## src/rtl/xbar_pkg.sv

```systemverilog
// Shared types and width helpers for the stream crossbar (destination decode, arbiter, datapath mux).
// Define XBAR_ARB_PKT_LOCK_EN to hold each output's grant until the last beat of a packet.
package xbar_pkg;

    typedef enum logic {
        ARB_IDLE   = 1'b0,
        ARB_LOCKED = 1'b1
    } arb_state_e;

    // Index width for a port count; a single port still needs one bit to exist as a signal.
    function automatic int idx_width(input int count);
        return (count > 1) ? $clog2(count) : 1;
    endfunction

`ifdef XBAR_ARB_PKT_LOCK_EN
    localparam bit PKT_LOCK_EN = 1'b1;
`else
    localparam bit PKT_LOCK_EN = 1'b0;
`endif

endpackage

```

## src/rtl/xbar_arbiter_rr.sv

```systemverilog
// Round-robin arbiter for one crossbar output: IDLE/LOCKED FSM with a selected input and last-winner pointer.
// Release condition follows xbar_pkg::PKT_LOCK_EN (set by XBAR_ARB_PKT_LOCK_EN).
module rr_arbiter
    import xbar_pkg::*;
#(
    parameter int S_DATA_COUNT = 2,
    parameter int IDX_W        = 1
) (
    input  logic                    clk,
    input  logic                    rst_n,
    input  logic [S_DATA_COUNT-1:0] req_i,
    input  logic                    valid_i,
    input  logic                    ready_i,
    input  logic                    last_i,
    output logic [IDX_W-1:0]        sel_o,
    output logic                    busy_o,
    output logic                    valid_o
);

    arb_state_e       r_state;
    logic [IDX_W-1:0] r_sel;
    logic [IDX_W-1:0] r_ptr;

    logic             w_found;
    logic [IDX_W-1:0] w_winner;
    logic [IDX_W-1:0] w_cand;
    logic             w_locked;
    logic             w_release;

    // Scan starts one past the previous winner so the last owner has lowest priority.
    always_comb begin
        // NOTE: every always_comb output gets a default first so no path leaves it unassigned (no latch).
        w_found  = 1'b0;
        w_winner = r_ptr;
        w_cand   = r_ptr;
        for (int k = 1; k <= S_DATA_COUNT; k++) begin
            w_cand = IDX_W'((int'(r_ptr) + k) % S_DATA_COUNT);
            if (!w_found && req_i[w_cand]) begin
                w_found  = 1'b1;
                w_winner = w_cand;
            end
        end
    end

    assign w_locked  = (r_state == ARB_LOCKED);
    assign w_release = w_locked && valid_i && ready_i && (PKT_LOCK_EN ? last_i : 1'b1);

    // NOTE: state registers use non-blocking assignments so every flop samples pre-edge values.
    always_ff @(posedge clk or negedge rst_n) begin
        if (!rst_n) begin
            r_state <= ARB_IDLE;
            r_sel   <= '0;
            r_ptr   <= IDX_W'(S_DATA_COUNT - 1);
        end else begin
            case (r_state)
                ARB_IDLE: begin
                    if (w_found) begin
                        r_state <= ARB_LOCKED;
                        r_sel   <= w_winner;
                    end
                end
                ARB_LOCKED: begin
                    if (w_release) begin
                        r_state <= ARB_IDLE;
                        r_ptr   <= r_sel;
                    end
                end
                default: r_state <= ARB_IDLE;
            endcase
        end
    end

    assign sel_o   = r_sel;
    assign busy_o  = w_locked;
    assign valid_o = w_locked && valid_i;

endmodule

```

## src/rtl/xbar_arbiter.sv

```systemverilog
// Per-output arbitration for the stream crossbar: request decode, one rr_arbiter per output, ready fan-back.
// Packet lock is enabled by defining XBAR_ARB_PKT_LOCK_EN; otherwise grants rotate every beat.
module xbar_arbiter
    import xbar_pkg::*;
#(
    parameter  int S_DATA_COUNT = 2,
    parameter  int M_DATA_COUNT = 3,
    localparam int T_DEST_WIDTH = idx_width(M_DATA_COUNT),
    localparam int S_IDX_WIDTH  = idx_width(S_DATA_COUNT)
) (
    input  logic                    clk,
    input  logic                    rst_n,
    input  logic                    s_valid_i [S_DATA_COUNT-1:0],
    input  logic [T_DEST_WIDTH-1:0] s_dest_i  [S_DATA_COUNT-1:0],
    input  logic                    s_last_i  [S_DATA_COUNT-1:0],
    output logic                    s_ready_o [S_DATA_COUNT-1:0],
    input  logic                    m_ready_i [M_DATA_COUNT-1:0],
    output logic                    m_valid_o [M_DATA_COUNT-1:0],
    output logic [S_IDX_WIDTH-1:0]  m_sel_o   [M_DATA_COUNT-1:0],
    output logic                    m_busy_o  [M_DATA_COUNT-1:0]
);

    logic w_dest_ok [S_DATA_COUNT-1:0];

    // Out-of-range destinations are dropped here so they can never reach any arbiter.
    always_comb begin
        for (int s = 0; s < S_DATA_COUNT; s++) begin
            w_dest_ok[s] = (int'(s_dest_i[s]) < M_DATA_COUNT);
        end
    end

    for (genvar m = 0; m < M_DATA_COUNT; m++) begin : g_out
        logic [S_DATA_COUNT-1:0] w_req;
        logic                    w_sel_valid;
        logic                    w_sel_last;

        always_comb begin
            for (int s = 0; s < S_DATA_COUNT; s++) begin
                w_req[s] = s_valid_i[s] && w_dest_ok[s] && (s_dest_i[s] == T_DEST_WIDTH'(m));
            end
        end

        assign w_sel_valid = s_valid_i[m_sel_o[m]];
        assign w_sel_last  = s_last_i[m_sel_o[m]];

        rr_arbiter #(
            .S_DATA_COUNT (S_DATA_COUNT),
            .IDX_W        (S_IDX_WIDTH)
        ) u_rr_arbiter (
            .clk     (clk),
            .rst_n   (rst_n),
            .req_i   (w_req),
            .valid_i (w_sel_valid),
            .ready_i (m_ready_i[m]),
            .last_i  (w_sel_last),
            .sel_o   (m_sel_o[m]),
            .busy_o  (m_busy_o[m]),
            .valid_o (m_valid_o[m])
        );
    end

    // An input has a single destination, so at most one locked output can be driving its ready.
    always_comb begin
        for (int s = 0; s < S_DATA_COUNT; s++) begin
            s_ready_o[s] = 1'b0;
            for (int m = 0; m < M_DATA_COUNT; m++) begin
                if (m_busy_o[m] && (m_sel_o[m] == S_IDX_WIDTH'(s))) begin
                    s_ready_o[s] = s_ready_o[s] | m_ready_i[m];
                end
            end
        end
    end

endmodule

```

## config.mk

```make
export PLATFORM = sky130hd
export DESIGN_NAME = xbar_arbiter
export DESIGN_NICKNAME = d
export VERILOG_FILES = /design/src/rtl/xbar_pkg.sv /design/src/rtl/xbar_arbiter_rr.sv /design/src/rtl/xbar_arbiter.sv
export SDC_FILE = /design/constraint.sdc
export NUM_CORES = 1
export LEC_CHECK = 0
export CAP_MARGIN = 10
export CORE_ASPECT_RATIO = 1.2
export CORE_MARGIN = 8
export CORE_UTILIZATION = 36
export DETAILED_ROUTE_END_ITERATION = 7
export HOLD_SLACK_MARGIN = 0.12
export PLACE_DENSITY = 0.77
export SYNTH_ARGS = -nofsm -noshare
export SYNTH_HDL_FRONTEND = slang
export SYNTH_SLANG_ARGS = --single-unit
```

## constraint.sdc

```tcl
create_clock -name clk -period 1.23 [get_ports clk]
set_input_delay 0.123 -clock clk [delete_from_list [all_inputs] [get_ports clk]]
set_output_delay 0.123 -clock clk [all_outputs]
set_load 0.02 [all_outputs]
```

==> flow_summary_export.csv <==
group,metric,value,unit
placed_design,dpl.hpwl,1400,µm
synth,synth-compound-area-share,18.8,%
setup_path,critical_path_buf_inv_count,3,
setup_path,crit_path_max_incr_delay,390,ps
global_route,grt_pass1_wl,2990,µm
timing,finalSetupTns,-137,ps
synth,netlist.area_leader.share,24.3,%
timing,finalHoldViolCount,0,
timing,finalCritPeriodShare,105,%
placed_design,io_buffers,21,
finish,utilization,58.1,%
hold_path,hold_path.class,"input pin to asynchronous set/reset pin",
synth,synth_seq_cells,9,
setup_path,end_kind,"primary output",
setup_path,cpMaxStageDelayCell,"dfrtp_1",
clock_tree,insertion_delay,260,ps
finish,antenna_cells,0,
synth,synthCells,69,
drt,ant_nets,0,
setup_path,critical_path_class,"register to primary output",
drt,drcViolationCount,0,
global_route,grt_max_degree,10,
finish,final_nets,117,
placed_design,gp_congestion,0.821,
drt,wire_per_inst,14.5,µm
pwr,vdd.ir_drop.worst,986,µV
setup_path,crit_family,"buffers and inverters",
global_route,track_usage,11.9,%
drt,viasPerCell,5.23,
setup_path,cp-start-kind,"register",
clock_tree,cts_tree,"built",
flow_run,cap_viol_max_count,0,
floorplanning,rows,16,
global_route,grt.overflow.total,0,
pwr,p_total,2290,µW
pwr,p_per_area,2430,nW/µm²
drt,first_iter_violations,10,
clock_tree,cts_buffers,3,
drt,wl,1750,µm
clock_tree,clkTransAtPathRegs,60,ps
run_status,status,"finished, violations left",
drt,num_vias,633,
timing,fin_hold_ws,174,ps
setup_path,crit_chain,"buf_6 -> buf_6 -> nor2b_1 -> buf_4",
global_route,grt_pass1_vias,698,
finish,area_growth_syn_to_layout,52.4,%
synth,synthMuxAreaShare,4.86,%
timing,worst_slew_pin_slew,445,ps
synth,synth_simple_gate_area_share,23.9,%
synth,yosysSeqAreaShare,37.0,%
global_route,grt_antenna_before_repair,0,
clock_tree,htreeDepth,1,
floorplanning,die_width,53.8,µm
setup_path,crit_fanout,6,
synth,synth-xor-area-share,0,%
setup_path,r2r_cells,3,
timing,final-setup-viol-count,4,
floorplanning,io_pins,24,
synth,synth_top_family_by_area,"simple AND/OR/NAND/NOR gates",
synth,ys_top_cells_by_area,"dfrtp_1 24%, dfstp_2 13%, buf_4 11%",
floorplanning,fp.dieArea,3300,µm²
setup_path,crit_path_frequent_cell,"buf_6",
synth,synth_nets,82,
setup_path,path_depth,4,
floorplanning,core-area,1620,µm²
setup_path,required,1110,ps
synth,synth_cell_types,24,
synth,synthAdderAreaFrac,0,%
pwr,power_leakage,0.000431,µW
timing,rsz0062_at_grt,"true",
synth,synth_largest_area_cell,"dfrtp_1",
timing,final.setup_skew,3.54,ps
finish,drive_gt1_share,44.7,%
drt,drtPass1Iterations,4,
setup_path,cp.arrival,1160,ps
floorplanning,start_util,38.1,%
synth,syn_area,618,µm²
synth,yosys_warnings,0,
timing,slew_headroom,70.3,%
clock_tree,clock-root-buffer,"clkbuf_4",
timing,fin_crit,1290,ps
timing,clock.fmax,777,MHz
clock_tree,clockBufferDepth,2,
clock_tree,clock-sinks,9,
timing,slew_viol_final,0,
run_status,violations,"negative setup slack",
timing,worst_slack,-57.8,ps
floorplanning,dieHeight,61.4,µm
synth,avgSynthCellArea,8.96,µm²
report_power, final:
| part | internal [µW] | switching [µW] | total (µW) | leakage [µW] |
|---|---|---|---|---|
| clock network | 125 | 104 | 229 | 0.0000150 |
| registers | 476 | 137 | 612 | 0.0000992 |
| logic | 756 | 696 | 1450 | 0.000317 |
cell usage after synthesis, drive strengths merged:
cell type / n
buf: 11
o41a: 1
a21oi: 3
inv: 1
o32a: 2
clkbuf: 2
nor2: 9
o22a: 2
mux2i: 3
nand3: 7
dfrtp: 6
a32oi: 1
o221ai: 1
nand2b: 1
o21ai: 1
o21bai: 1
or3b: 1
dfstp: 3
nor2b: 2
nand2: 3
a31oi: 3
nand3b: 5
worst paths after layout:
kind                            slack [ps]                                      end                                     from
worst min register to register         530  g_out[0].u_rr_arbiter.r_ptr$_DFFE_PN1P_  g_out[0].u_rr_arbiter.r_ptr$_DFFE_PN1P_
min in group clk                       510  g_out[1].u_rr_arbiter.r_ptr$_DFFE_PN1P_                             s_valid_i[1]
worst max-delay path                   -60                             m_valid_o[0]   g_out[0].u_rr_arbiter.busy_o$_DFF_PN0_
worst min-delay path                   170  g_out[0].u_rr_arbiter.sel_o$_DFFE_PN0P_                                    rst_n
worst max register to register          90  g_out[2].u_rr_arbiter.sel_o$_DFFE_PN0P_   g_out[2].u_rr_arbiter.busy_o$_DFF_PN0_
max in group asynchronous              720  g_out[2].u_rr_arbiter.r_ptr$_DFFE_PN1P_                                    rst_n
through the flow:
step           instance area, µm²  instances  setup WS, ps
2_1_floorplan                 618         69          46.2
3_3_place_gp                  895        113          -452
3_5_place_dp                  895        113          -485
4_1_cts                       937        120         -92.6
5_1_grt                       942        121          -117
6_report                      942        121         -57.8
area by class of cell:
cell class,count,area [µm²]
Tap cell,18,22.5
Clock buffer,4,26.3
Inverter,1,3.75
Fill cell,157,679
Sequential cell,9,230
Timing Repair Buffer,43,347
Multi-Input combinational cell,46,313
placed cells by master (no fill, tap or decap):
master / netlist / layout
nand2_1: 3 / 3
nand3_1: 7 / 4
dlygate4sd2_1: 0 / 1
or3b_4: 1 / 1
mux2i_1: 3 / 2
nand2b_1: 1 / 1
nor2_1: 9 / 9
o41a_1: 1 / 1
o22a_1: 2 / 2
buf_2: 1 / 3
inv_1: 1 / 1
nor2b_1: 2 / 2
mux2i_2: 0 / 1
dfrtp_2: 0 / 1
o21ai_0: 1 / 1
clkdlybuf4s50_1: 0 / 9
clkbuf_2: 0 / 3
o21bai_2: 1 / 1
a21oi_1: 3 / 3
dfstp_2: 3 / 3
buf_4: 9 / 23
nand3b_1: 5 / 5
nand3_2: 0 / 3
o32a_1: 2 / 2
o221ai_1: 1 / 1
a32oi_1: 1 / 1
clkbuf_1: 2 / 1
clkbuf_4: 0 / 3
a31oi_1: 3 / 3
buf_6: 1 / 4
dfrtp_1: 6 / 5
layer usage:
metal / up-vias / GRT usage (%) / wire [µm]
met3: 4 / 1.69 / 87
met1: 300 / 13.7 / 698
met5: - / 0 / 0
li1: 309 / - / -
met4: 0 / 7.94 / 52
met2: 20 / 19.6 / 912
worst reg2reg max path, stage by stage (launching register included):
cell     delay, ps
dfrtp_1        380
buf_4          150
buf_4          150
o32a_1         340
sequential cells by signal, indices dropped and copies added, names as in the netlist:
register,flops
g_out.u_rr_arbiter.sel_o,3
g_out.u_rr_arbiter.busy_o,3
g_out.u_rr_arbiter.r_ptr,3
logic make-up (layout without fill, tap and decap cells):
group	Yosys count	after routing
compound gates	15	15
buf+inv	14	48
flops	9	9
mux	3	3
simple gates	28	28
what timing repair did:
| action | 4_1_cts | 5_1_grt |
|---|---|---|
| pin swaps | 1 | 0 |
| endpoints found under the setup margin | 13 | 9 |
| setup buffers | 3 | 1 |
| hold buffers | 0 | 0 |
| resized for setup | 44 | 13 |
(Power assumes the default switching activity.)
